**src/rtl/sl_arb_pkg.sv**
```systemverilog
// sl_arb_pkg
//   Shared definitions for the slave-bus round-robin arbiter:
//     arb_state_t  arbiter FSM states (IDLE=0, GRANT=1, RELEASE=2)
//     clog2()      ceiling log2, for instantiators sizing IDX_W and TO_W
package sl_arb_pkg;

  typedef enum logic [1:0] {
    IDLE    = 2'd0,
    GRANT   = 2'd1,
    RELEASE = 2'd2
  } arb_state_t;

  // Ceiling log2 with a floor of 1, so a width derived from it is never zero.
  function automatic int clog2(input int value);
    int r;
    r = 0;
    while ((1 << r) < value) begin
      r = r + 1;
    end
    if (r == 0) begin
      r = 1;
    end
    return r;
  endfunction

endpackage

```
**src/rtl/sl_arbiter_rr_pick.sv**
```systemverilog
// rr_pick
//   Combinational round-robin picker. Returns the first set bit of
//   eligible at or after ptr, scanning upward and wrapping at NUM_REQ.
//   Ports:
//     eligible  in   NUM_REQ  candidate request vector
//     ptr       in   IDX_W    search start index (always < NUM_REQ)
//     found     out  1        at least one eligible bit is set
//     idx       out  IDX_W    picked index, 0 when nothing is found
module rr_pick
  import sl_arb_pkg::*;
#(
  parameter int NUM_REQ = 4,
  parameter int IDX_W   = 2
) (
  input  logic [NUM_REQ-1:0] eligible,
  input  logic [IDX_W-1:0]   ptr,
  output logic               found,
  output logic [IDX_W-1:0]   idx
);

  int cand;

  // Walk the offsets from farthest to nearest so the nearest eligible
  // candidate is the last one written and therefore wins.
  always_comb begin
    found = 1'b0;
    idx   = '0;
    cand  = 0;
    for (int i = NUM_REQ - 1; i >= 0; i--) begin
      cand = (int'(ptr) + i) % NUM_REQ;
      if (eligible[IDX_W'(cand)]) begin
        found = 1'b1;
        idx   = IDX_W'(cand);
      end
    end
  end

endmodule

```
**src/rtl/sl_arbiter.sv**
```systemverilog
// sl_arbiter
//   Round-robin owner selection for the shared tri-state slave output bus
//   (sl_data, sl_tail, sl_addr). One-hot grants, a one-cycle all-zero
//   turnaround between owners, and a data-latch watchdog that revokes a
//   stalled owner and locks it out until it drops its request.
//   Ports:
//     clk             in   1        system clock
//     resetn          in   1        synchronous, active-low reset
//     sl_arb_request  in   NUM_REQ  one request bit per bus_interface
//     sl_data_latch   in   1        data-latch strobe, feeds the watchdog
//     sl_arb_grant    out  NUM_REQ  one-hot grant (registered)
//     grant_valid     out  1        OR of sl_arb_grant (registered)
//     grant_id        out  IDX_W    current owner, 0 when no grant
//     timeout_pulse   out  1        one-cycle pulse on revocation
//     timeout_id      out  IDX_W    last revoked owner, held
module sl_arbiter
  import sl_arb_pkg::*;
#(
  parameter int NUM_REQ = 4,
  parameter int IDX_W   = 2,
  parameter int TIMEOUT = 1023,
  parameter int TO_W    = 10
) (
  input  logic               clk,
  input  logic               resetn,
  input  logic [NUM_REQ-1:0] sl_arb_request,
  input  logic               sl_data_latch,
  output logic [NUM_REQ-1:0] sl_arb_grant,
  output logic               grant_valid,
  output logic [IDX_W-1:0]   grant_id,
  output logic               timeout_pulse,
  output logic [IDX_W-1:0]   timeout_id
);

  arb_state_t         state_q, state_d;
  logic [IDX_W-1:0]   rr_ptr_q, rr_ptr_d;
  logic [NUM_REQ-1:0] lockout_q, lockout_d, lock_set;
  logic [TO_W-1:0]    wd_q, wd_d, wd_inc;

  logic [NUM_REQ-1:0] grant_d;
  logic               valid_d;
  logic [IDX_W-1:0]   id_d;
  logic               pulse_d;
  logic [IDX_W-1:0]   tid_d;

  logic [NUM_REQ-1:0] eligible;
  logic               pick_found;
  logic [IDX_W-1:0]   pick_idx;
  logic               owner_req;
  logic               expire;

  function automatic logic [IDX_W-1:0] next_ptr(input logic [IDX_W-1:0] id);
    return (int'(id) == NUM_REQ - 1) ? '0 : id + IDX_W'(1);
  endfunction

  function automatic logic [NUM_REQ-1:0] onehot(input logic [IDX_W-1:0] id);
    return NUM_REQ'(1) << id;
  endfunction

  assign eligible = sl_arb_request & ~lockout_q;

  rr_pick #(
    .NUM_REQ (NUM_REQ),
    .IDX_W   (IDX_W)
  ) u_pick (
    .eligible (eligible),
    .ptr      (rr_ptr_q),
    .found    (pick_found),
    .idx      (pick_idx)
  );

  // grant_id doubles as the owner register: it is only consulted in GRANT,
  // where it always holds the owner's index.
  assign owner_req = sl_arb_request[grant_id];

  // Watchdog saturates at TIMEOUT so it can never wrap back to a safe value.
  assign wd_inc = (wd_q == TO_W'(TIMEOUT)) ? wd_q : wd_q + TO_W'(1);
  assign expire = !sl_data_latch && (wd_inc == TO_W'(TIMEOUT));

  // A lockout bit survives only while its requester keeps requesting.
  assign lockout_d = (lockout_q & sl_arb_request) | lock_set;

  always_comb begin
    state_d  = state_q;
    rr_ptr_d = rr_ptr_q;
    lock_set = '0;
    wd_d     = '0;
    grant_d  = '0;
    valid_d  = 1'b0;
    id_d     = '0;
    pulse_d  = 1'b0;
    tid_d    = timeout_id;

    case (state_q)
      GRANT: begin
        wd_d = sl_data_latch ? '0 : wd_inc;
        // A request drop takes priority over a simultaneous expiry.
        if (!owner_req) begin
          state_d  = RELEASE;
          rr_ptr_d = next_ptr(grant_id);
        end else if (expire) begin
          state_d            = RELEASE;
          rr_ptr_d           = next_ptr(grant_id);
          pulse_d            = 1'b1;
          tid_d              = grant_id;
          lock_set[grant_id] = 1'b1;
        end else begin
          grant_d = onehot(grant_id);
          valid_d = 1'b1;
          id_d    = grant_id;
        end
      end

      // IDLE and RELEASE arbitrate identically; RELEASE's all-zero output
      // cycle is the turnaround, so a new owner appears one edge later.
      default: begin
        if (pick_found) begin
          state_d = GRANT;
          grant_d = onehot(pick_idx);
          valid_d = 1'b1;
          id_d    = pick_idx;
        end else begin
          state_d = IDLE;
        end
      end
    endcase
  end

  // Registered state and outputs
  always_ff @(posedge clk) begin
    if (!resetn) begin
      state_q       <= IDLE;
      rr_ptr_q      <= '0;
      lockout_q     <= '0;
      wd_q          <= '0;
      sl_arb_grant  <= '0;
      grant_valid   <= 1'b0;
      grant_id      <= '0;
      timeout_pulse <= 1'b0;
      timeout_id    <= '0;
    end else begin
      state_q       <= state_d;
      rr_ptr_q      <= rr_ptr_d;
      lockout_q     <= lockout_d;
      wd_q          <= wd_d;
      sl_arb_grant  <= grant_d;
      grant_valid   <= valid_d;
      grant_id      <= id_d;
      timeout_pulse <= pulse_d;
      timeout_id    <= tid_d;
    end
  end

  a_grant_onehot : assert property (@(posedge clk) disable iff (!resetn)
    $onehot0(sl_arb_grant));

  a_valid_matches : assert property (@(posedge clk) disable iff (!resetn)
    grant_valid == (|sl_arb_grant));

  a_turnaround : assert property (@(posedge clk) disable iff (!resetn)
    ((sl_arb_grant != '0) && ($past(sl_arb_grant) != '0))
      |-> (sl_arb_grant == $past(sl_arb_grant)));

endmodule

```
**config.mk**
```make
export PLATFORM = sky130hd
export DESIGN_NAME = sl_arbiter
export DESIGN_NICKNAME = d
export VERILOG_FILES = /design/src/rtl/sl_arb_pkg.sv /design/src/rtl/sl_arbiter_rr_pick.sv /design/src/rtl/sl_arbiter.sv
export SDC_FILE = /design/constraint.sdc
export NUM_CORES = 1
export LEC_CHECK = 0
export CORE_UTILIZATION = 54
export DETAILED_ROUTE_END_ITERATION = 12
export GPL_ROUTABILITY_DRIVEN = 0
export HOLD_SLACK_MARGIN = 0.15
export PLACE_DENSITY_LB_ADDON = 0.08
export SYNTH_ARGS = -nofsm -noshare
export SYNTH_HDL_FRONTEND = slang
export SYNTH_SLANG_ARGS = --single-unit
```
**constraint.sdc**
```tcl
create_clock -name clk -period 2.6 [get_ports clk]
set_input_delay 0.52 -clock clk [delete_from_list [all_inputs] [get_ports clk]]
set_output_delay 0.52 -clock clk [all_outputs]
set_load 0.005 [all_outputs]
```
==> metrics.yaml, run 1 <==
average_detailed_routed_wire_length_per_instance_um: 16.0
vdd.ir_drop.worst_uv: 380
hold_buffers: 0
detailedRoute.firstIterationViolations: 86
path_class_of_the_lowest_slack_min_delay_path: "reg2reg"
route.vias.total: 1406
p_leak_nw: 0.609
synth-main-ff-cell: "sky130_fd_sc_hd__dfxtp_1"
hold_viol: 0
reg2reg_to: "rr_ptr_q[0]"
timing.rr.start: "wd_q[1]"
crit_required_ns: 2.86
placedCellCount: 218
crit_type: "reg2reg"
timing.hold.worst.start: "timeout_id[0]"
drv_slew: 0
seq_area_um2: 562
track_usage_pct: 24.4
fin_worst_skew_ns: 0.00687
final.period_utilization_pct: 91.2
setup_viol: 0
max_slew.worst_pin.slew_ns: 0.458
multi_input_area_um2: 930
grt_max_degree: 17
arrival_ns: 2.63
pin_count: 17
postRouteAntennaNets: 0
clkLatencyLatePin_ns: 0.34
antenna_found_initial: 0
totalPowerFinal_mw: 0.883
detail_route.first_pass.iterations: 4
drc: 0
cts.htree.levels: 1
clockBufferDepth: 2
ys_seq_area_share_pct: 36.4
setup_tns_ns: 0
area_overhead_of_the_layout_relative_to_synthesis_pct: 16.2
mappedNetlistNets: 188
fill_cells: 234
yosys_register_bits: 28
ys_warn_count: 0
portBuffers: 16
max-cap-violations: 0
grt_first_pass_wirelength_um: 6000
power_density_nw_per_um2: 493
fp.dieArea_um2: 3070
rows: 19
netlist.top_cell.by_area: "sky130_fd_sc_hd__dfxtp_1"
setup_slack_ns: 0.229
post_synth_num_cell_types: 51
drt-total-wl_um: 3550
run_status: "finished clean"
insertedDiodeCount: 0
cp-start-kind: "flop"
worst_slew_margin_relative_to_its_limit_pct: 69.1
hpwlAfterDp_um: 2630
worst_reg2reg_path_depth: 7
final_period_minus_worst_setup_slack_ns: 2.37
grt_setup_unrepaired: "no"
layout.cells.most_common: "sky130_fd_sc_hd__dfxtp_1"
asyncSetResetFlopFracSynth_pct: 0
syn_avg_cell_area_um2: 8.76
cts_buffers: 3
hold_path_sink: "timeout_id[0]"
finalNonFillerCells: 222
route.detailed.vias_per_inst: 6.33
clock_sink_count: 28
tritoncts: "built"
post_synth_main_area_contributors: "sky130_fd_sc_hd__dfxtp_1 (36%), sky130_fd_sc_hd__nor2_1 (5.4%), sky130_fd_sc_hd__ha_1 (4.1%), sky130_fd_sc_hd__nand3_1 (3.6%), sky130_fd_sc_hd__nor2b_1 (2.8%)"
final_nets: 204
grt.overflow.total: 0
worst_setup_hold_path_clk_slew_ns: 0.16
synth_enable_flop_cells: 0
most_used_cells_in_the_layout_excluding_fill_and_tap_cells: "sky130_fd_sc_hd__dfxtp_1 (27), sky130_fd_sc_hd__nor2_1 (22), sky130_fd_sc_hd__clkdlybuf4s50_1 (16), sky130_fd_sc_hd__nand3_1 (11), sky130_fd_sc_hd__nand2_1 (11)"
cts_setup_buffers: 0
synth_cells: 176
first_global_vias: 1328
coreArea_um2: 2730
post-route-util_pct: 65.5
ctsRootBufferMaster: "sky130_fd_sc_hd__clkbuf_4"
dp_worst_setup_slack_ns: 0.104
fmax_mhz: 422
share_of_final_layout_standard_cells_stronger_than_drive_strength_1_pct: 13.1
fp.dieH_um: 55.4
yosys.area.top_type_share_pct: 36.4
worstHoldPathCells: 2
critPathCaptureType: "flop"
starting_utilization_of_the_core_area_pct: 56.4
startpoint: "wd_q[1]"
r2r_setup_slack_ns: 0.23
die_w_um: 55.4
syn_area_um2: 1540
timing.critical_path.fanout_max: 9
==> kinds of logic (layout without fill, tap and decap cells) <==
kind of cell               count (synthesis)  in the layout  share of synthesized area [%]
muxes                                      3              3                           2.76
AOI/OAI and AO/OA                         45             45                           23.3
adders and majority gates                  5              5                           4.06
buffers and inverters                     14             29                           4.38
xor gates and xnor gates                   4              4                           2.27
DFF                                       28             28                           36.4
and+or+nand+nor                           77             77                           26.9
==> worst max-delay path, cell delays in order, from the launching register on <==
cell and delay [ns]:
sky130_fd_sc_hd__dfxtp_2 0.44, sky130_fd_sc_hd__ha_2 0.28, sky130_fd_sc_hd__inv_1 0.17, sky130_fd_sc_hd__o2111a_1 0.31, sky130_fd_sc_hd__a311oi_2 0.33, sky130_fd_sc_hd__a2111oi_4 0.14, sky130_fd_sc_hd__or4_2 0.57, sky130_fd_sc_hd__o41ai_2 0.07
==> state kept, by name (all words and copies together), names as in the netlist <==
| name | cells |
|---|---|
| wd_q | 10 |
| grant_valid | 1 |
| grant_id | 2 |
| state_q | 2 |
| sl_arb_grant | 4 |
| rr_ptr_q | 2 |
| lockout_q | 4 |
| timeout_id | 2 |
| timeout_pulse | 1 |
==> cell type report <==
class                   count  share of cell area [%]
inverters                   5                    1.05
clock buffers               3                    1.26
clock inverters             1                    1.68
multi-input cells         134                    51.9
repair buffers             20                    10.6
flip-flops and latches     28                    31.4
well taps                  31                    2.16
==> repair_timing <==
action / 4_1_cts / 5_1_grt
hold endpoints to repair: 0 / 0
resized for setup: 0 / 5
endpoints found under the setup margin: 0 / 15
==> power breakdown <==
group	total, mW	internal [mW]	switching (mW)	leakage (nW)
registers	0.462	0.448	0.0137	0.228
logic	0.131	0.0631	0.0680	0.354
clock network	0.290	0.156	0.134	0.0279
==> synthesized netlist by cell type (all sizes together) (2+ instances only) <==
cell type and count:
dfxtp 28, clkbuf 4, nor2b 7, a21oi 7, nand2b 2, a21boi 2
xnor2 2, and3b 2, buf 5, xor2 2, nor3 3, a22o 2
o2bb2ai 2, mux2i 2, inv 4, ha 5, and2 3, o22ai 2
a211oi 4, nand3 11, o2111a 2, nand2 11, or3 2, a32oi 3
a31oi 2, nor2 24, nand4 3, o21ai 7, o31ai 2, nor4 3
o2111ai 2, or2 2
==> layer usage <==
| layer | part of all wire (%) | up-vias | GRT usage (%) | routed length (µm) |
|---|---|---|---|---|
| met3 | 6.4 | 7 | 2.11 | 227 |
| li1 | - | 682 | - | - |
| met5 | 0 | - | 0 | 0 |
| met2 | 45 | 57 | 38.0 | 1600 |
| met4 | 1.2 | 0 | 8.93 | 44 |
| met1 | 47 | 660 | 35.1 | 1680 |
==> how the worst max path moves through the flow <==
stage                            endpoint  slack [ns]  cells after the start
final                         rr_ptr_q[0]        0.23                      7
after global routing          rr_ptr_q[0]        0.10                      7
after CTS                 sl_arb_grant[0]        0.06                      7
after detailed placement     lockout_q[3]        0.10                      7
after global placement        rr_ptr_q[0]        0.15                      7
after floorplan               rr_ptr_q[0]        0.39                      7
==> through the flow <==
stage / hold WS [ns] / area (µm²)
4_1_cts: 0.485 / 1770
6_report: 0.485 / 1790
3_3_place_gp: 0.458 / 1720
3_5_place_dp: 0.465 / 1720
5_1_grt: 0.512 / 1790
2_1_floorplan: 0.449 / 1540
Power figures use the tool's default switching activity.
==> run 2, diff against run 1 <==
Settings changed: SYNTH_HIERARCHICAL set to 1.
==> metrics.yaml, run 2 <==
insertedDiodeCount: 0  # unchanged
yosys.area.top_type_share_pct: 36.6  # +0.27 points
timing.critical_path.fanout_max: 12  # +3
final.period_utilization_pct: 91.4  # +0.21 points
antenna_found_initial: 0  # unchanged
grt.overflow.total: 0  # unchanged
max_stage_delay_ns: 0.51  # -0.06 ns
route.detailed.vias_per_inst: 6.06  # -4.3%
netlist.top_cell.by_area: "sky130_fd_sc_hd__dfxtp_1"
most_used_cells_in_the_layout_excluding_fill_and_tap_cells: "sky130_fd_sc_hd__dfxtp_1 (28), sky130_fd_sc_hd__nand2_1 (26), sky130_fd_sc_hd__clkdlybuf4s50_1 (16), sky130_fd_sc_hd__nor2_1 (14), sky130_fd_sc_hd__and2_1 (10)"
asyncSetResetFlopFracSynth_pct: 0  # unchanged
synth.cells.most_frequent: "sky130_fd_sc_hd__dfxtp_1 (28), sky130_fd_sc_hd__nand2_1 (26), sky130_fd_sc_hd__nor2_1 (14)"
worst_slew_margin_relative_to_its_limit_pct: 66.7  # -2.4 points
final_period_minus_worst_setup_slack_ns: 2.38  # +0.00533 ns
crit_type: "reg2reg"
drc: 0  # unchanged
critPathCaptureType: "flop"
drv_slew: 0  # unchanged
max_slew.worst_pin.slew_ns: 0.499  # +0.0411 ns
syn_avg_cell_area_um2: 8.32  # -5.0%
grt_setup_unrepaired: "no"
syn_area_um2: 1530  # -0.73%
crit_required_ns: 2.88  # +0.02 ns
synth-main-ff-cell: "sky130_fd_sc_hd__dfxtp_1"
fmax_mhz: 421  # -0.22%
ys_seq_area_share_pct: 36.6  # +0.27 points
clock_sink_count: 28  # unchanged
path_class_of_the_lowest_slack_min_delay_path: "reg2reg"
setup_tns_ns: 0  # unchanged
most_flop_heavy_register: "wd_q"
placed_cell_area_um2: 1690  # -2.0%
route.vias.total: 1376  # -2.1%
timing.critical_path.slowest_stage_cell: "sky130_fd_sc_hd__dfxtp_1"
synth_cells: 184  # +4.5%
power_density_nw_per_um2: 497  # +0.93%
worstPathCellList: "ha_1, and2_1, o2111ai_1, a221oi_2, and4_4, o21ai_1, mux2i_1"
average_detailed_routed_wire_length_per_instance_um: 14.6  # -8.9%
coreArea_um2: 2570  # -6.1%
hpwlAfterDp_um: 2430  # -7.6%
rows: 18  # -1
hold_buffers: 0  # unchanged
final_nets: 210  # +2.9%
fp.dieArea_um2: 3050  # -0.72%
grt_max_degree: 21  # +4
clkLatencyLatePin_ns: 0.34  # about the same
tritoncts: "built"
portBuffers: 16  # unchanged
final_cell_area_um2: 1740  # -2.9%
starting_utilization_of_the_core_area_pct: 59.6  # +3.2 points
post_synth_main_area_contributors: "sky130_fd_sc_hd__dfxtp_1 (37%), sky130_fd_sc_hd__nand2_1 (6.4%), sky130_fd_sc_hd__and2_1 (4.1%), sky130_fd_sc_hd__ha_1 (4.1%), sky130_fd_sc_hd__nor2_1 (3.4%)"
cts_buffers: 3  # unchanged
mappedNetlistNets: 196  # +4.3%
layout.cells.most_common: "sky130_fd_sc_hd__dfxtp_1"
yosys_register_bits: 28  # unchanged
worst_setup_hold_path_clk_slew_ns: 0.16  # about the same
p_leak_nw: 0.638  # +4.7%
synth.most_common_cell: "sky130_fd_sc_hd__dfxtp_1"
hold_viol: 0  # unchanged
number_of_flip_flops_in_the_largest_register: 10  # unchanged
max-cap-violations: 0  # unchanged
grt_first_pass_wirelength_um: 5760  # -4.0%
fin_worst_hold_slack_ns: 0.477  # -0.00759 ns
vdd.ir_drop.worst_uv: 403  # +5.9%
first_global_vias: 1252  # -5.7%
detail_route.first_pass.iterations: 4  # unchanged
fin_worst_skew_ns: 0.00584  # -0.00104 ns
run_status: "finished clean"
postRouteAntennaNets: 0  # unchanged
setup_viol: 0  # unchanged
cp-start-kind: "flop"
largestRegisters: "wd_q x10, lockout_q x4, sl_arb_grant x4"
track_usage_pct: 23.3  # -1.1 points
clockBufferDepth: 2  # unchanged
die_w_um: 55.2  # -0.36%
ctsRootBufferMaster: "sky130_fd_sc_hd__clkbuf_4"
drt-total-wl_um: 3300  # -6.9%
cts_repair_resize_count: 0  # unchanged
fp.dieH_um: 55.2  # -0.36%
pin_count: 17  # unchanged
cts.htree.levels: 1  # unchanged
area_overhead_of_the_layout_relative_to_synthesis_pct: 13.7
synth_enable_flop_cells: 0  # unchanged
detailedRoute.firstIterationViolations: 67  # -22%
cts_setup_buffers: 0  # unchanged
share_of_final_layout_standard_cells_stronger_than_drive_strength_1_pct: 4.57  # -8.5 points
post_synth_num_cell_types: 45  # -12%
ys_warn_count: 6  # +6
arrival_ns: 2.66  # +0.03 ns
==> run 2: cell types whose count changed after synthesis, sizes merged, moves of 4 or more <==
cell    before  now
nand2       11   26
nor2        24   14
and2         3   10
and3         0    5
a21boi       2    6
==> run 2: worst max-delay path: cells and delay by family (launching register included) <==
kind,cells,cell delay (ns)
adder cells (fa/ha/maj),1,0.26
AND/OR/NAND/NOR,2,0.69
multiplexers,1,0.21
AO/OA/AOI/OAI,3,0.65
flip-flops,1,0.51
==> run 2: worst paths after layout <==
kind	slack (ns)	depth (start not counted)	from	to
worst max register to register	0.22	7	wd_q[0]	rr_ptr_q[1]
worst max-delay path	0.22	7	wd_q[0]	rr_ptr_q[1]
worst min-delay path	0.48	2	lockout_q[0]	lockout_q[0]
worst min register to register	0.48	2	lockout_q[0]	lockout_q[0]
==> run 2: report_power, final <==
part / switching, mW / total [mW] / internal, mW
logic: 0.0574 / 0.114 / 0.0568
registers: 0.0116 / 0.455 / 0.444
clock network: 0.139 / 0.296 / 0.156
total: 0.208 / 0.865 / 0.657
==> run 2: logic make-up (layout without fill, tap and decap cells) <==
family / Yosys count / after routing / share of synthesized area, %
DFF: 28 / 28 / 36.6
muxes: 6 / 6 / 4.74
AOI/OAI and AO/OA: 39 / 39 / 18.1
xor gates and xnor gates: 3 / 3 / 1.72
and+or+nand+nor: 90 / 90 / 30.3
adders and majority gates: 5 / 5 / 4.09
buffers and inverters: 13 / 26 / 4.42
==> run 2: metrics by stage <==
| step | setup WS, ns | cells | power, mW | util (%) |
|---|---|---|---|---|
| after floorplan | 0.579 | 184 | 0.532 | - |
| after global placement | 0.328 | 223 | 0.574 | 65.7 |
| after detailed placement | 0.265 | 223 | 0.577 | 65.7 |
| after CTS | 0.258 | 227 | 0.865 | 67.7 |
| after global routing | 0.104 | 227 | 0.900 | 67.7 |
| final | 0.224 | 227 | 0.865 | 67.7 |
==> run 2: area by class of cell <==
cell class	count	area, µm²
Clock buffer	3	22.5
Clock inverter	1	30.0
Fill cell	234	828
Inverter	5	18.8
Multi-Input combinational cell	143	902
Sequential cell	28	561
Tap cell	30	37.5
Timing Repair Buffer	17	168
==> run 2: routing by layer <==
| metal | part of all wire, % | GRT usage, % |
|---|---|---|
| met1 | 50 | 35.7 |
| met2 | 43 | 34.8 |
| met3 | 5.4 | 2.34 |
| met4 | 1.5 | 6.43 |
| met5 | 0 | 0 |
==> run 3, diff against run 2 <==
Settings changed: REMOVE_ABC_BUFFERS set to 1.
==> metrics.yaml, run 3 (synthesis gave the netlist of run 2 again) <==
totalPowerFinal_mw: 0.748  # -14%
grt.overflow.total: 0  # unchanged
max_slew.worst_pin.slew_ns: 0.515  # +0.0164 ns
route.vias.total: 1377  # +0.073%
die_w_um: 55.2  # unchanged
route.detailed.vias_per_inst: 6.09  # +0.52%
hold_buffers: 0  # unchanged
cts_setup_buffers: 0  # unchanged
largestRegisters: "wd_q x10, lockout_q x4, sl_arb_grant x4"
p_int_mw: 0.555  # -16%
worst_setup_hold_path_clk_slew_ns: 0.15  # about the same
crit_required_ns: 2.82  # -0.06 ns
fin_worst_skew_ns: 0.00916  # +0.00332 ns
finalNonFillerCells: 226  # -0.44%
critPathCaptureType: "flop"
most_flop_heavy_register: "wd_q"
worst_slew_margin_relative_to_its_limit_pct: 65.6  # -1.1 points
final_cell_area_um2: 1710  # -1.7%
starting_utilization_of_the_core_area_pct: 59.6  # unchanged
clock_sink_count: 28  # unchanged
power.net_switching_mw: 0.193  # -7.3%
crit_type: "reg2reg"
tritoncts: "built"
ctsRootBufferMaster: "sky130_fd_sc_hd__clkbuf_4"
drv_slew: 0  # unchanged
antenna_found_initial: 0  # unchanged
track_usage_pct: 22.0  # -1.3 points
max_stage_delay_ns: 0.53  # +0.02 ns
cts.htree.levels: 1  # unchanged
portBuffers: 16  # unchanged
rows: 18  # unchanged
hold_viol: 0  # unchanged
area_overhead_of_the_layout_relative_to_synthesis_pct: 11.7
fmax_mhz: 412  # -2.2%
dp_worst_setup_slack_ns: 0.252  # -0.0130 ns
setup_tns_ns: 0  # unchanged
run_status: "finished clean"
postRouteAntennaNets: 0  # unchanged
placed_cell_area_um2: 1690  # unchanged
placedCellCount: 223  # unchanged
clkLatencyLatePin_ns: 0.33  # about the same
fin_worst_hold_slack_ns: 0.477  # -0.0000200 ns
drt-total-wl_um: 3320  # +0.39%
number_of_flip_flops_in_the_largest_register: 10  # unchanged
worstHoldPathCells: 2  # unchanged
pin_count: 17  # unchanged
post-route-util_pct: 66.6  # -1.2 points
layout.cells.most_common: "sky130_fd_sc_hd__dfxtp_1"
cts_buffers: 3  # unchanged
fp.dieH_um: 55.2  # unchanged
final_period_minus_worst_setup_slack_ns: 2.43  # +0.0525 ns
setup_slack_ns: 0.172  # -0.0525 ns
path_class_of_the_lowest_slack_min_delay_path: "reg2reg"
insertedDiodeCount: 0  # unchanged
grt_max_degree: 21  # unchanged
clkPwrFrac_pct: 23.9  # -10 points
average_detailed_routed_wire_length_per_instance_um: 14.7  # +0.84%
hpwlAfterDp_um: 2480  # +1.9%
clockBufferDepth: 2  # unchanged
max-cap-violations: 0  # unchanged
detailedRoute.firstIterationViolations: 76  # +13%
setup_viol: 0  # unchanged
detail_route.first_pass.iterations: 4  # unchanged
worst_reg2reg_path_depth: 7  # unchanged
grt_setup_unrepaired: "no"
seq_area_um2: 561  # unchanged
cp-start-kind: "flop"
fp.dieArea_um2: 3050  # unchanged
power_frac_comb_pct: 15.3  # +2.1 points
coreArea_um2: 2570  # unchanged
pwr-share-seq_pct: 60.8  # +8.2 points
grt_first_pass_wirelength_um: 5340  # -7.3%
first_global_vias: 1174  # -6.2%
p_leak_nw: 0.624  # -2.2%
share_of_final_layout_standard_cells_stronger_than_drive_strength_1_pct: 4.08  # -0.49 points
timing.critical_path.fanout_max: 12  # unchanged
worstPathCellList: "ha_1, and2_1, o2111ai_1, a221oi_2, and4_4, o21ai_1, mux2i_1"
final.period_utilization_pct: 93.4  # +2.0 points
drc: 0  # unchanged
final_nets: 210  # unchanged
arrival_ns: 2.65  # about the same
power.switching_fraction_pct: 25.8  # +1.8 points
timing.critical_path.slowest_stage_cell: "sky130_fd_sc_hd__dfxtp_1"
vdd.ir_drop.worst_uv: 354  # -12%
most_used_cells_in_the_layout_excluding_fill_and_tap_cells: "sky130_fd_sc_hd__dfxtp_1 (28), sky130_fd_sc_hd__nand2_1 (26), sky130_fd_sc_hd__clkdlybuf4s50_1 (16), sky130_fd_sc_hd__nor2_1 (14), sky130_fd_sc_hd__and2_1 (10)"
multi_input_area_um2: 902  # unchanged
power_density_nw_per_um2: 438  # -12%
fill_cells: 234  # unchanged
cts_repair_resize_count: 0  # unchanged
run 3: cell types whose count changed in the layout (fill, tap and decap cells not counted):
| cell | delta |
|---|---|
| sky130_fd_sc_hd__bufinv_16 | -1 |
run 3: power by group through the flow:
stage,clock network [mW],logic [mW],registers (mW)
finish,0.179,0.114,0.455
global route,0.198,0.125,0.457
global placement,0,0.110,0.464
CTS,0.183,0.113,0.455
floorplan,0,0.0656,0.463
detailed placement,0,0.113,0.464
run 3: worst paths after layout:
path,slack [ns],start,end
hold / removal,0.48,lockout_q[2],lockout_q[2]
hold reg to reg,0.48,lockout_q[2],lockout_q[2]
setup / recovery,0.17,wd_q[0],rr_ptr_q[1]
setup reg to reg,0.17,wd_q[0],rr_ptr_q[1]
run 3: critical path, delay by kind of cell (launching register included):
family	cells	cell delay, ns
adder cells (fa/ha/maj)	1	0.27
flip-flops	1	0.53
AND/OR/NAND/NOR	2	0.68
multiplexers	1	0.16
AO/OA/AOI/OAI	3	0.69
run 3: layer usage:
layer	wire, µm	global-route usage (%)	vias up
met1	1620	31.8	610
met2	1400	32.9	77
li1	-	-	682
met4	72	10.4	0
met5	0	0	-
met3	229	2.11	8
run 3: layout make-up:
type,instances,share of cell area (%)
multi-input combinational,143,52.8
sequential,28,32.8
timing repair buffer,17,9.81
tap,30,2.20
clock buffer,3,1.32
inverter,5,1.10
